**src/rtl/sram_config_loader_pkg.sv**
```systemverilog
// Shared state encodings for the serial configuration loader.
// The FSM enum is pinned to these 3-bit codes so other blocks can decode state.
package fpga_cfg_pkg;

  localparam logic [2:0] ST_IDLE   = 3'd0;
  localparam logic [2:0] ST_SHIFT  = 3'd1;
  localparam logic [2:0] ST_WRITE  = 3'd2;
  localparam logic [2:0] ST_PARITY = 3'd3;
  localparam logic [2:0] ST_DONE   = 3'd4;

  typedef enum logic [2:0] {
    IDLE   = ST_IDLE,
    SHIFT  = ST_SHIFT,
    WRITE  = ST_WRITE,
    PARITY = ST_PARITY,
    DONE   = ST_DONE
  } state_t;

endpackage

```
**src/rtl/sram_config_loader_if.sv**
```systemverilog
// Serial config stream in, sram write port and status out.
// master = host/sram side, slave = loader.
interface sram_config_loader_if #(
  parameter int ADDR_WIDTH = 4,
  parameter int DATA_WIDTH = 1
) ();

  logic                  cfg_start;
  logic                  cfg_valid;
  logic                  cfg_bit;
  logic                  cfg_ready;
  logic [ADDR_WIDTH-1:0] waddr;
  logic [DATA_WIDTH-1:0] wdata;
  logic                  we;
  logic                  busy;
  logic                  done;
  logic                  err;

  modport master (
    output cfg_start, cfg_valid, cfg_bit,
    input  cfg_ready, waddr, wdata, we, busy, done, err
  );

  modport slave (
    input  cfg_start, cfg_valid, cfg_bit,
    output cfg_ready, waddr, wdata, we, busy, done, err
  );

endinterface

```
**src/rtl/sram_config_loader.sv**
```systemverilog
// Deserialises a config bitstream into 2**ADDR_WIDTH sram words, then checks
// a trailing even-parity bit over the whole frame.
module sram_config_loader
  import fpga_cfg_pkg::*;
#(
  parameter int ADDR_WIDTH = 4,
  parameter int DATA_WIDTH = 1
) (
  input  logic                 clk,
  input  logic                 rst,
  sram_config_loader_if.slave  bus
);

  localparam int CNT_W = (DATA_WIDTH > 1) ? $clog2(DATA_WIDTH) : 1;

  state_t                state_q, state_d;
  logic [CNT_W-1:0]      bit_cnt_q;
  logic [ADDR_WIDTH-1:0] addr_q, waddr_q;
  logic [DATA_WIDTH-1:0] shift_q, wdata_q, word_nxt;
  logic                  parity_q, err_q;
  logic                  ready, we, busy;
  logic                  accept, last_bit, last_addr;

  assign accept    = bus.cfg_valid && ready;
  // Truncating cast keeps the low DATA_WIDTH bits, so this also works for DATA_WIDTH=1.
  assign word_nxt  = DATA_WIDTH'({shift_q, bus.cfg_bit});
  assign last_bit  = (bit_cnt_q == CNT_W'(DATA_WIDTH - 1));
  assign last_addr = &addr_q;

  always_comb begin
    state_d = state_q;
    ready   = 1'b0;
    we      = 1'b0;
    busy    = 1'b0;
    case (state_q)
      IDLE:   if (bus.cfg_start) state_d = SHIFT;
      SHIFT: begin
        ready = 1'b1;
        busy  = 1'b1;
        if (accept && last_bit) state_d = WRITE;
      end
      WRITE: begin
        we      = 1'b1;
        busy    = 1'b1;
        state_d = last_addr ? PARITY : SHIFT;
      end
      PARITY: begin
        ready = 1'b1;
        busy  = 1'b1;
        if (accept) state_d = DONE;
      end
      DONE:   if (bus.cfg_start) state_d = SHIFT;
      default: state_d = IDLE;
    endcase
  end

  always_ff @(posedge clk) begin
    if (rst) begin
      state_q   <= IDLE;
      bit_cnt_q <= '0;
      addr_q    <= '0;
      waddr_q   <= '0;
      shift_q   <= '0;
      wdata_q   <= '0;
      parity_q  <= 1'b0;
      err_q     <= 1'b0;
    end else begin
      state_q <= state_d;
      case (state_q)
        IDLE, DONE: begin
          if (bus.cfg_start) begin
            bit_cnt_q <= '0;
            addr_q    <= '0;
            parity_q  <= 1'b0;
            err_q     <= 1'b0;
          end
        end
        SHIFT: begin
          if (accept) begin
            shift_q  <= word_nxt;
            parity_q <= parity_q ^ bus.cfg_bit;
            // waddr/wdata only move here so the sram port is stable outside WRITE.
            if (last_bit) begin
              bit_cnt_q <= '0;
              wdata_q   <= word_nxt;
              waddr_q   <= addr_q;
            end else begin
              bit_cnt_q <= bit_cnt_q + CNT_W'(1);
            end
          end
        end
        WRITE:  if (!last_addr) addr_q <= addr_q + ADDR_WIDTH'(1);
        PARITY: if (accept) err_q <= parity_q ^ bus.cfg_bit;
        default: ;
      endcase
    end
  end

  assign bus.cfg_ready = ready;
  assign bus.we        = we;
  assign bus.busy      = busy;
  assign bus.done      = (state_q == DONE);
  assign bus.err       = err_q;
  assign bus.waddr     = waddr_q;
  assign bus.wdata     = wdata_q;

endmodule

```
**src/flat_wrapper.sv**
```systemverilog
// flat-port wrapper written by rule: the top's interface ports become plain ports
module sram_config_loader_flat import fpga_cfg_pkg::*;
#(
  parameter int ADDR_WIDTH = 4,
  parameter int DATA_WIDTH = 1
)
  (clk, rst, bus_cfg_start, bus_cfg_valid, bus_cfg_bit, bus_cfg_ready, bus_waddr, bus_wdata, bus_we, bus_busy, bus_done, bus_err);
  sram_config_loader_if #(.ADDR_WIDTH(ADDR_WIDTH), .DATA_WIDTH(DATA_WIDTH)) bus_i ();
  input  logic clk;
  input  logic rst;
  input wire logic [$bits(bus_i.cfg_start)-1:0] bus_cfg_start;
  input wire logic [$bits(bus_i.cfg_valid)-1:0] bus_cfg_valid;
  input wire logic [$bits(bus_i.cfg_bit)-1:0] bus_cfg_bit;
  output wire logic [$bits(bus_i.cfg_ready)-1:0] bus_cfg_ready;
  output wire logic [$bits(bus_i.waddr)-1:0] bus_waddr;
  output wire logic [$bits(bus_i.wdata)-1:0] bus_wdata;
  output wire logic [$bits(bus_i.we)-1:0] bus_we;
  output wire logic [$bits(bus_i.busy)-1:0] bus_busy;
  output wire logic [$bits(bus_i.done)-1:0] bus_done;
  output wire logic [$bits(bus_i.err)-1:0] bus_err;
  assign bus_i.cfg_start = bus_cfg_start;
  assign bus_i.cfg_valid = bus_cfg_valid;
  assign bus_i.cfg_bit = bus_cfg_bit;
  assign bus_cfg_ready = bus_i.cfg_ready;
  assign bus_waddr = bus_i.waddr;
  assign bus_wdata = bus_i.wdata;
  assign bus_we = bus_i.we;
  assign bus_busy = bus_i.busy;
  assign bus_done = bus_i.done;
  assign bus_err = bus_i.err;
  sram_config_loader #(.ADDR_WIDTH(ADDR_WIDTH), .DATA_WIDTH(DATA_WIDTH)) u_core (.clk(clk), .rst(rst), .bus(bus_i));
endmodule
```
**config.mk**
```make
export PLATFORM = sky130hd
export DESIGN_NAME = sram_config_loader_flat
export DESIGN_NICKNAME = d
export VERILOG_FILES = /design/src/rtl/sram_config_loader_pkg.sv /design/src/rtl/sram_config_loader_if.sv /design/src/rtl/sram_config_loader.sv /design/src/flat_wrapper.sv
export SDC_FILE = /design/constraint.sdc
export NUM_CORES = 1
export LEC_CHECK = 0
export ABC_AREA = 1
export CAP_MARGIN = 15
export CELL_PAD_IN_SITES_DETAIL_PLACEMENT = 1
export CELL_PAD_IN_SITES_GLOBAL_PLACEMENT = 1
export CORE_MARGIN = 3
export CORE_UTILIZATION = 36
export CTS_CLUSTER_SIZE = 40
export DETAILED_ROUTE_END_ITERATION = 6
export PLACE_DENSITY_LB_ADDON = 0.1
export SYNTH_ARGS = -nofsm -noshare
export SYNTH_HDL_FRONTEND = slang
export SYNTH_SLANG_ARGS = --single-unit
```
**constraint.sdc**
```tcl
create_clock -name clk -period 1.9 [get_ports clk]
set_input_delay 0.38 -clock clk [delete_from_list [all_inputs] [get_ports clk]]
set_output_delay 0.38 -clock clk [all_outputs]
set_load 0.01 [all_outputs]
```
## After elaboration in Yosys (flattened, before gate mapping)

Index checks and enable logic that the tools add are counted.

- Add/sub/neg operators: 2
- Eq/ne operators: 9
- Div/mod/pow operators: 0
- $mul: 0
- Shifts and indexed selects: 0
- Multiplexer cells: 18
- Reductions and logical operators: 15
- Bitwise logic cells: 2
- Magnitude comparators: 0

Operator list:

| operator | count |
|---|---|
| 3-bit AND reduction | 5 |
| 3-bit case mux with 4 select lines | 1 |
| 3-bit 2-to-1 mux | 3 |
| 4-bit 2-to-1 mux | 2 |
| 2-bit by 1-bit != test with 1-bit output (second input constant) | 4 |
| 4-bit case mux with 2 select lines | 1 |
| 1-bit 2-to-1 mux | 7 |
| 3-bit by 2-bit equality test with 1-bit output (second input constant) | 2 |
| 1-bit case mux with 2 select lines | 3 |
| 2-bit nonzero test | 3 |
| 4-bit by 1-bit adder with 4-bit output (second input constant) | 1 |
| 4-bit AND reduction | 1 |
| 2-bit OR reduction | 2 |
| 3-bit by 1-bit equality test with 1-bit output (second input constant) | 1 |
| 3-bit equality test (second input constant) | 1 |
| 3-bit logical NOT | 1 |
| 3-bit OR reduction | 1 |
| 1-bit logical AND | 2 |
| 2-bit 2-to-1 mux | 1 |
| 2-bit != test (second input constant) | 1 |
| 1-bit adder (second input constant) | 1 |
| 1-bit inverter | 1 |
| 1-bit XOR | 1 |

- Memories kept: 0
- Register bits: 15
- RAM bits: 0
- Logic and storage cells: 53
- Input port bits: 5
- Bits in read-only memories: 0
- Latch bits: 0
- Output and inout bits: 10

## Depth between registers and ports, before layout

- Word-level depth: 7
- Mapped depth: 8
- Mapped depth without buffers: 7

## Least setup slack after synthesis

Ideal clock, no wire load.

- Kind: register to output
- Start: register u_core.state_q[1]
- End: output port bus_done
- Data required time: 1.520 ns
- Buffers on the path: 1
- Data arrival time: 0.771 ns
- Path slack: 0.749 ns
- Cell stages (with the launch flop): 5
- Path through: dfxtp_1 buf_2 nor2_2 inv_1 nor2_1

- Word-level cells in the longest chain between the ends: 1

RTL lines:

| item | RTL line | RTL |
|---|---|---|
| from (decl) | sram_config_loader.sv:16 | `state_t state_q, state_d;` |
| from (signal assigned) | sram_config_loader.sv:68 | `state_q <= state_d;` |
| 3-bit equality test | sram_config_loader.sv:102 | `assign bus.done = (state_q == DONE);` |
| to (decl) | flat_wrapper.sv:19 | `output wire logic [$bits(bus_i.done)-1:0] bus_done;` |

No other way between the ends.

## Worst setup path in the final report

- Start: register u_core.state_q[2]
- End: output port bus_cfg_ready

- Word-level cells in the longest chain between the ends: 3

RTL lines:

| item | RTL line | RTL |
|---|---|---|
| 3-bit by 1-bit equality test with 1-bit output / 3-bit by 2-bit equality test with 1-bit output (equally long branches) | sram_config_loader.sv:35 | `case (state_q)` |
| 2-bit OR reduction (no line) (*) | n/a |  |
| 1-bit 2-to-1 mux (*) | sram_config_loader.sv:35 |  |
| to (decl) | flat_wrapper.sv:14 | `output wire logic [$bits(bus_i.cfg_ready)-1:0] bus_cfg_ready;` |

Mark *: on every way between the ends. The rest lies on a longest branch, timed or not.

==> metrics <==
status finished clean; FF+latch area 285 µm²; WL met1 882 µm; Slew Limit Fails 0; initial antenna violation count 0; total core area 1820 µm²; port bufs 14; Die Width 50.9 µm; max incr delay on CP 0.55 ns; H-Tree Depth 1; nets 133; syn_area_per_cell 6.78 µm²; CP bufs+invs 2; drt wl/cell 12.4 µm; Met3 Routed Length 63 µm; min cycle time layout 1.82 ns; antenna cell count 0; die height 50.9 µm; Seq/Total Area, Yosys 38.6%; critical path data required time 1.52 ns; largest net degree at the start of global routing 11; syn nets 113; final hold violation count 0; Setup CP Type reg -> out; DRC 0; Hold Path Class reg -> reg; Max IR drop VDD 0.499 mV; Post-Syn Area 726 µm²; die area 2590 µm²; total number of vias 732; post-CTS setup buffer count 0; ANT nets after route 0; element type at the critical path end output pin; Leakage 0.458 nW; RSZ-0062 raised after global routing no; Slew HR 82.2%; pwr dens 834 nW/µm²; post-DP HPWL 1.43 mm; I/O pin total 15; Crit-path slowest cell clkdlybuf4s50_1; synth warn 0; global-route wire length before repair 3.42 mm; clock latency on the worst-skew pair 0.28 ns; Clk Tree Root Cell clkbuf_4; vias in the first global route 757; final worst path period share 95.8%; Cell Chain, Critical Path buf_4, nor2_4, clkdlybuf4s50_1; post-synth cell types 18; Total Wirelength 1.86 mm; Starting Density 39.9%; clock skew 0.00270 ns; total power 0.785 mW; footprint of the multi-input gates 393 µm²; clk slew on worst S/H paths 0.09 ns; drt first pass iters 3; placed cell area 907 µm²; top layer in use met4; CTS tree done; critical path's top delay family buffers and inverters; crit path DAT 1.44 ns; Post-Synthesis Cells 107; CP startpoint kind register; final setup vio count 0; metal2 WL 897 µm; Filler cells 243; Via-to-Cell Ratio 4.88; Max Freq 549 MHz; area grow syn2layout 29.7%; Final Util 51.7%; post-route cell area 941 µm²; Yosys reg bits 14; clock sink total 14; FF-to-FF setup slack 0.67 ns; site row count 15; Num CTS Buffers 3; worst-margin pin slew 0.265 ns; initial detailed-routing violation count 17; routability cong. 0.810; Max Cap Viol 0; share of cells above drive strength 1 12.8%; Max Root-Sink Buffers 2; total gr overflow 0; worst-path maximum fanout 6; TNS Setup 0 ns; gr usage total 17.9%
-- synth_stat cells, drive strengths merged --
cell type,number,area [µm²]
ha,1,12.5
nand4,2,12.5
a21oi,9,45.0
buf,1,5.00
xor2,1,8.76
o21ai,5,25.0
nor2,22,116
dfxtp,14,280
inv,13,48.8
or2,1,6.26
nand3,12,60.1
nand2,25,101
clkinv,1,3.75
-- final timing paths --
check,cells past startpoint,start,endpoint
min,2,u_core.bus.err$_SDFFE_PP0P_,u_core.bus.err$_SDFFE_PP0P_
max reg2reg,7,u_core.addr_q[1]$_SDFFE_PP0P_,u_core.addr_q[0]$_SDFFE_PP0P_
min reg2reg,2,u_core.bus.err$_SDFFE_PP0P_,u_core.bus.err$_SDFFE_PP0P_
max,3,u_core.state_q[2]$_SDFFE_PP0P_,bus_cfg_ready
-- per-stage QoR --
step	hold WS, ns	setup slack [ns]	std cells
after detailed placement	0.452	0.160	147
after global placement	0.451	0.249	147
after global routing	0.496	0.00118	150
after floorplan	0.445	0.749	107
after CTS	0.468	0.00176	150
final	0.468	0.0791	150
-- cells by family after synthesis --
group,Yosys count,share of synthesized area [%]
simple gates,62,40.9
xor+xnor,1,1.21
flops,14,38.6
buf+inv,15,7.93
fa+ha+maj,1,1.72
compound gates,14,9.65
-- sequential cells by signal, summed over array words and instances, names as in the netlist --
name              count
u_core.state_q        3
u_core.bus.wdata      1
u_core.addr_q         4
u_core.bus.err        1
u_core.parity_q       1
u_core.bus.waddr      4
-- power breakdown --
| group | switching [mW] | total [mW] | internal [mW] |
|---|---|---|---|
| sequential | 0.0329 | 0.359 | 0.326 |
| clock | 0.0970 | 0.170 | 0.0735 |
| combinational | 0.146 | 0.255 | 0.109 |
| total | 0.276 | 0.785 | 0.508 |
-- what timing repair did --
action / CTS / global route
resized for setup: 4 / 2
pin swaps: 1 / 0
setup endpoints to repair: 3 / 2
hold buffers: 0 / 0
-- layer usage --
layer  vias up  GRT usage (%)
li1        378              -
met1       340           22.0
met2        12           29.3
met3         2           6.12
met4         0           5.38
met5         -              0
-- worst min-delay path, stage by stage, from the launching register on --
cell	delay (ns)
dfxtp_1	0.32
nand2_1	0.06
a21oi_1	0.05
-- cell type report --
cell class,instances,area share (%)
timing repair buffer,16,16.6
inverter,14,5.59
tap,25,3.32
multi-input combinational,78,41.8
clock buffer,3,2.39
sequential,14,30.3
-- cell usage in the layout, fill, tap and decap left out --
| cell type | count |
|---|---|
| a21oi_1 | 9 |
| buf_4 | 2 |
| clkbuf_4 | 3 |
| clkdlybuf4s50_1 | 12 |
| clkinv_1 | 1 |
| dfxtp_1 | 12 |
| dfxtp_2 | 1 |
| dfxtp_4 | 1 |
| dlygate4sd2_1 | 1 |
| dlymetal6s2s_1 | 1 |
| ha_1 | 1 |
| inv_1 | 12 |
| inv_2 | 1 |
| nand2_1 | 22 |
| nand2_2 | 3 |
| nand3_1 | 12 |
| nand4_1 | 2 |
| nor2_1 | 18 |
| nor2_4 | 3 |
| nor2_8 | 1 |
| o21ai_0 | 5 |
| or2_2 | 1 |
| xor2_1 | 1 |
Note: power is estimated with default switching activity, not from simulation.
==> RTL edit 1 (config.mk and constraints unchanged) <==
`ADDR_WIDTH` is set to 4 in 3 places; all go to 3.
--- a/src/rtl/sram_config_loader_if.sv
+++ b/src/rtl/sram_config_loader_if.sv
@@ -2,5 +2,5 @@
 // master = host/sram side, slave = loader.
 interface sram_config_loader_if #(
-  parameter int ADDR_WIDTH = 4,
+  parameter int ADDR_WIDTH = 3,
   parameter int DATA_WIDTH = 1
 ) ();
--- a/src/rtl/sram_config_loader.sv
+++ b/src/rtl/sram_config_loader.sv
@@ -4,5 +4,5 @@
   import fpga_cfg_pkg::*;
 #(
-  parameter int ADDR_WIDTH = 4,
+  parameter int ADDR_WIDTH = 3,
   parameter int DATA_WIDTH = 1
 ) (
--- a/src/flat_wrapper.sv
+++ b/src/flat_wrapper.sv
@@ -2,5 +2,5 @@
 module sram_config_loader_flat import fpga_cfg_pkg::*;
 #(
-  parameter int ADDR_WIDTH = 4,
+  parameter int ADDR_WIDTH = 3,
   parameter int DATA_WIDTH = 1
 )
Interface: changed (resized bus_waddr); port bits go from 15 to 14. The function was not compared with the original's and may differ.
==> RTL edit 1 against the original RTL <==
Maximum frequency grew 0.14%. Total power is 11% lower. Clock skew fell by 0.0015 ns. Critical path depth up 1. Die area is 3.0% lower. Global-route usage shrank 1.3 points. Sequential share of layout area shrank 2.8 points. Cell area fell by 4.8%. Register-to-register slack got worse by 0.06 ns. Sequential cell count decreased by 2. Largest power group unchanged. Wire length decreased by 5.6%. Count of clock-buffer cells in the layout up 1. Setup slack better by 0.0026 ns. Area after synthesis down 3.4%.
==> RTL edit 1: results (changes against the original RTL) <==
| Metric | Value |
|---|---|
| Outcome | `completed (unchanged)` |
| Worst slack, placed | `0.201 ns (was 0.160 ns)` |
| Clock root cell | `clkbuf_4 (unchanged)` |
| LEAKAGE | `0.426 nW (was 0.458 nW)` |
| Post-synth top cells | `nand2_1, nor2_1, dfxtp_1, inv_1 (was nand2_1, nor2_1, dfxtp_1, inv_1, nand3_1)` |
| Total of max-cap violations | `0 (unchanged)` |
| Vias in the first global route | `695 (was 757)` |
| Hold Path Class | `reg -> reg (unchanged)` |
| Layout Skew | `0.00120 ns (was 0.00270 ns)` |
| Worst vdd ir | `0.000405 V (was 0.000499 V)` |
| Num CTS Buffers | `3 (unchanged)` |
| Nets@finish | `120 (was 133)` |
| Port bufs | `13 (was 14)` |
| Syn_nets | `102 (was 113)` |
| Slowest stage cell, crit path | `clkdlybuf4s50_1 (unchanged)` |
| Clock latency on the worst-skew pair | `0.27 ns` |
| Routed wire length per instance | `12.8 µm (was 12.4 µm)` |
| DP HPWL | `1310 µm (was 1430 µm)` |
| Worst slew pin tran | `0.226 ns (was 0.265 ns)` |
| Async SR Flop Fraction | `0 (unchanged)` |
| ANT cells | `0 (unchanged)` |
| Critical Path Fanout Max | `5 (was 6)` |
| Worst EP arrival | `1.44 ns (about the same)` |
| FILL cells | `239 (was 243)` |
| Largest net degree at the start of global routing | `9 (was 11)` |
| H-tree levels | `1 (unchanged)` |
| Clock Path Buffers | `2 (unchanged)` |
| Initial antenna violation count | `0 (unchanged)` |
| Tot GR Track Use | `0.165 (was 0.179)` |
| Main synth FF type | `dfxtp_1 (unchanged)` |
| Yosys cell types | `23 (was 18)` |
| Vias per cell | `4.85 (was 4.88)` |
| First-pass GRT wire length | `3130 µm (was 3420 µm)` |
| Layout cells sized above 1 | `0.188 (was 0.128)` |
| Crit-path max cell delay | `0.53 ns (was 0.55 ns)` |
| Largest cells by area after synthesis | `dfxtp_1, nand2_1, nor2_1 (unchanged)` |
| Seq/Total Area, Yosys | `0.343 (was 0.386)` |
| DR pass1 iterations | `3 (unchanged)` |
| Clock transition at path regs | `roughly 0.080 ns` |
| RePlAce Congestion | `0.832 (was 0.810)` |
| Pint | `0.477 mW (was 0.508 mW)` |
| Synth warn | `0 (unchanged)` |
| Crit path max-delay family | `buffers and inverters (unchanged)` |
| Starting DRT DRC Count | `5 (was 17)` |
==> RTL edit 1: path summary, 6_finish.rpt <==
path	start	end	depth (start not counted)	slack [ns]
max	u_core.state_q[1]	bus_done	4	0.08
min	u_core.bus.err	u_core.bus.err	2	0.46
max reg2reg	u_core.addr_q[0]	u_core.addr_q[2]	7	0.61
min reg2reg	u_core.bus.err	u_core.bus.err	2	0.46
==> RTL edit 1: power groups by stage <==
stage / Sequential (mW) / Clock (mW) / Combinational [mW]
after global placement: 0.298 / 0 / 0.192
after floorplan: 0.292 / 0 / 0.135
after global routing: 0.296 / 0.235 / 0.223
final: 0.293 / 0.210 / 0.197
after CTS: 0.293 / 0.216 / 0.201
after detailed placement: 0.299 / 0 / 0.196
==> RTL edit 1: cells by family after synthesis <==
logic type | after synthesis | synth area share
adders and majority gates | 2 | 0.0357
AOI/OAI and AO/OA | 14 | 0.116
and+or+nand+nor | 49 | 0.359
xor gates and xnor gates | 1 | 0.0125
DFF | 12 | 0.343
buffers and inverters | 17 | 0.134
==> RTL edit 1: timing repair <==
action | 4_1_cts | 5_1_grt
gates resized for setup | 3 | 2
hold buffers | 0 | 0
buffers inserted | 0 | 0
setup endpoints to repair | 3 | 2
==> RTL edit 1: through the flow <==
| stage | std cells | instance area, µm² | utilization | hold slack [ns] |
|---|---|---|---|---|
| 2_1_floorplan | 95 | 701 | - | 0.445 |
| 4_1_cts | 137 | 892 | 0.500 | 0.469 |
| 6_report | 137 | 896 | 0.502 | 0.462 |
| 3_3_place_gp | 133 | 851 | 0.477 | 0.450 |
| 3_5_place_dp | 133 | 851 | 0.477 | 0.456 |
| 5_1_grt | 137 | 896 | 0.502 | 0.494 |
==> RTL edit 1: area by class of cell <==
cell class / count / share of cell area
multi-input combinational: 66 / 0.409
sequential: 12 / 0.275
timing repair buffer: 16 / 0.173
inverter: 14 / 0.0670
clock buffer: 4 / 0.0405
tap: 25 / 0.0349
==> RTL edit 1: layer usage <==
metal  up-vias  GRT usage  share of wire
li1        336          -              -
met1       314      0.203           0.44
met2        13      0.274           0.52
met3         2     0.0453          0.030
met4         0     0.0553         0.0068
met5         -          0              0
==> RTL edit 1: worst min-delay path: cells and delay by family, from the launching register on <==
family / cells / cell delay, ns
AOI/OAI and AO/OA: 1 / 0.05
DFF: 1 / 0.32
and+or+nand+nor: 1 / 0.06
==> RTL edit 2 (same flow settings) <==
Made on the original files. Make the reset (`rst`) asynchronous in one clocked block.
--- a/src/rtl/sram_config_loader.sv
+++ b/src/rtl/sram_config_loader.sv
@@ -55,5 +55,5 @@
   end
 
-  always_ff @(posedge clk) begin
+  always_ff @(posedge clk or posedge rst) begin
     if (rst) begin
       state_q   <= IDLE;
Behaviour: differs if rst is asserted again (counterexample within 4 cycles, from zero or initial values and one cycle with rst high); with rst held inactive, the same outputs for 10 cycles.
==> RTL edit 2 against the original RTL <==
Critical path type unchanged. Register-to-register slack got worse by 0.06 ns. Sequential cell count unchanged. Via count fell by 1.8%. Worst hold slack lost 0.031 ns. Cell area increased by 8.6%. Wire length down 7.0%. Area after synthesis grew 8.8%. Clock skew up 0.0030 ns. Setup slack better by 0.030 ns.
Power is not compared: it rests on default switching activity, and its combinational part moved more than twofold at a synthesized area within 25%.
==> RTL edit 2: results (changes against the original RTL) <==
| Metric | Value |
|---|---|
| Starting DRT DRC Count | `2 (was 17)` |
| Largest cells by area after synthesis | `dfrtp_1, nand2_1, nand3_1 (was dfxtp_1, nand2_1, nor2_1)` |
| Post-synth top cells | `nand2_1, dfrtp_1, inv_1, nand3_1, nor2_1 (was nand2_1, nor2_1, dfxtp_1, inv_1, nand3_1)` |
| Footprint of the multi-input gates | `384 µm² (was 393 µm²)` |
| DP HPWL | `1340 µm (was 1430 µm)` |
| Register area | `354 µm² (was 285 µm²)` |
| Fin Hold WS | `0.438 ns (was 0.468 ns)` |
| Layout Skew | `0.00575 ns (was 0.00270 ns)` |
| Fraction of area in registers | `0.346 (was 0.303)` |
| Outcome | `completed (unchanged)` |
| RePlAce Congestion | `0.804 (was 0.810)` |
| Critical R2R Capture | `u_core.addr_q[0] (unchanged)` |
| Async SR Flop Fraction | `1.00 (was 0)` |
| Clock buf/inv share | `0.0355 (was 0.0239)` |
| Vias per cell | `4.70 (was 4.88)` |
| Nonclk buf count | `17 (was 16)` |
| Largest net degree at the start of global routing | `15 (was 11)` |
| Non-clk buf share | `0.155 (was 0.166)` |
| Worst slack, placed | `0.125 ns (was 0.160 ns)` |
| Crit path from | `u_core.state_q[0] (was u_core.state_q[2])` |
| Layout cells sized above 1 | `0.175 (was 0.128)` |
| Critical Path Fanout Max | `4 (was 6)` |
| DR pass1 iterations | `2 (was 3)` |
| Reg2Reg Depth | `6 (was 7)` |
| First-pass GRT wire length | `3270 µm (was 3420 µm)` |
| Seq/Total Area, Yosys | `0.444 (was 0.386)` |
| FILL cells | `266 (was 243)` |
| Hold Path Class | `in -> async (was reg -> reg)` |
| Tot GR Track Use | `0.163 (was 0.179)` |
| Via count | `719 (was 732)` |
| Routed wire length per instance | `11.3 µm (was 12.4 µm)` |
[RTL edit 2: changes by cell type after synthesis, sizes merged]
cell	change
nand2	+17
dfrtp	+14
dfxtp	-14
a21oi	-7
nor2	-7
o21ai	-3
clkinv	-1
inv	+1
nand3	-1
[RTL edit 2: repair_timing]
item                                    4_1_cts  5_1_grt
endpoints found under the setup margin        4        0
resized for setup                             7        0
setup buffers                                 2        0
[RTL edit 2: per-layer routing]
metal  vias to the layer above  GRT usage  share of wire
met2                        13      0.252           0.45
met4                         0     0.0766          0.014
li1                        370          -              -
met5                         -          0              0
met3                         4     0.0370          0.035
met1                       332      0.214           0.50
[RTL edit 2: cell families (layout without fill, tap and decap cells)]
family / Yosys count / count (layout) / share of synthesized area
buffers and inverters: 15 / 35 / 0.0761
AO/OA/AOI/OAI: 4 / 4 / 0.0301
AND/OR/NAND/NOR: 71 / 71 / 0.423
XOR/XNOR: 1 / 1 / 0.0111
adder cells (fa/ha/maj): 1 / 1 / 0.0158
flip-flops: 14 / 14 / 0.444
[RTL edit 2: critical path: stages, from the launching register on]
cell and delay, ns:
dfrtp_2 0.45, nor2_4 0.16, nor2_1 0.05, clkdlybuf4s50_1 0.47
[RTL edit 2: worst max-delay path by stage]
stage	endpoint	slack, ns	depth (start not counted)
finish	bus_busy	0.11	3
global route	bus_busy	0.01	3
floorplan	bus_done	0.64	4
CTS	bus_busy	0.09	3
global placement	bus_done	0.17	4
detailed placement	bus_done	0.13	4
[RTL edit 2: power breakdown]
| part | leakage, nW | internal [mW] | switching, mW |
|---|---|---|---|
| sequential | 0.184 | 0.386 | 0.0883 |
| clock | 0.0210 | 0.117 | 0.0956 |
| combinational | 0.375 | 0.305 | 0.427 |
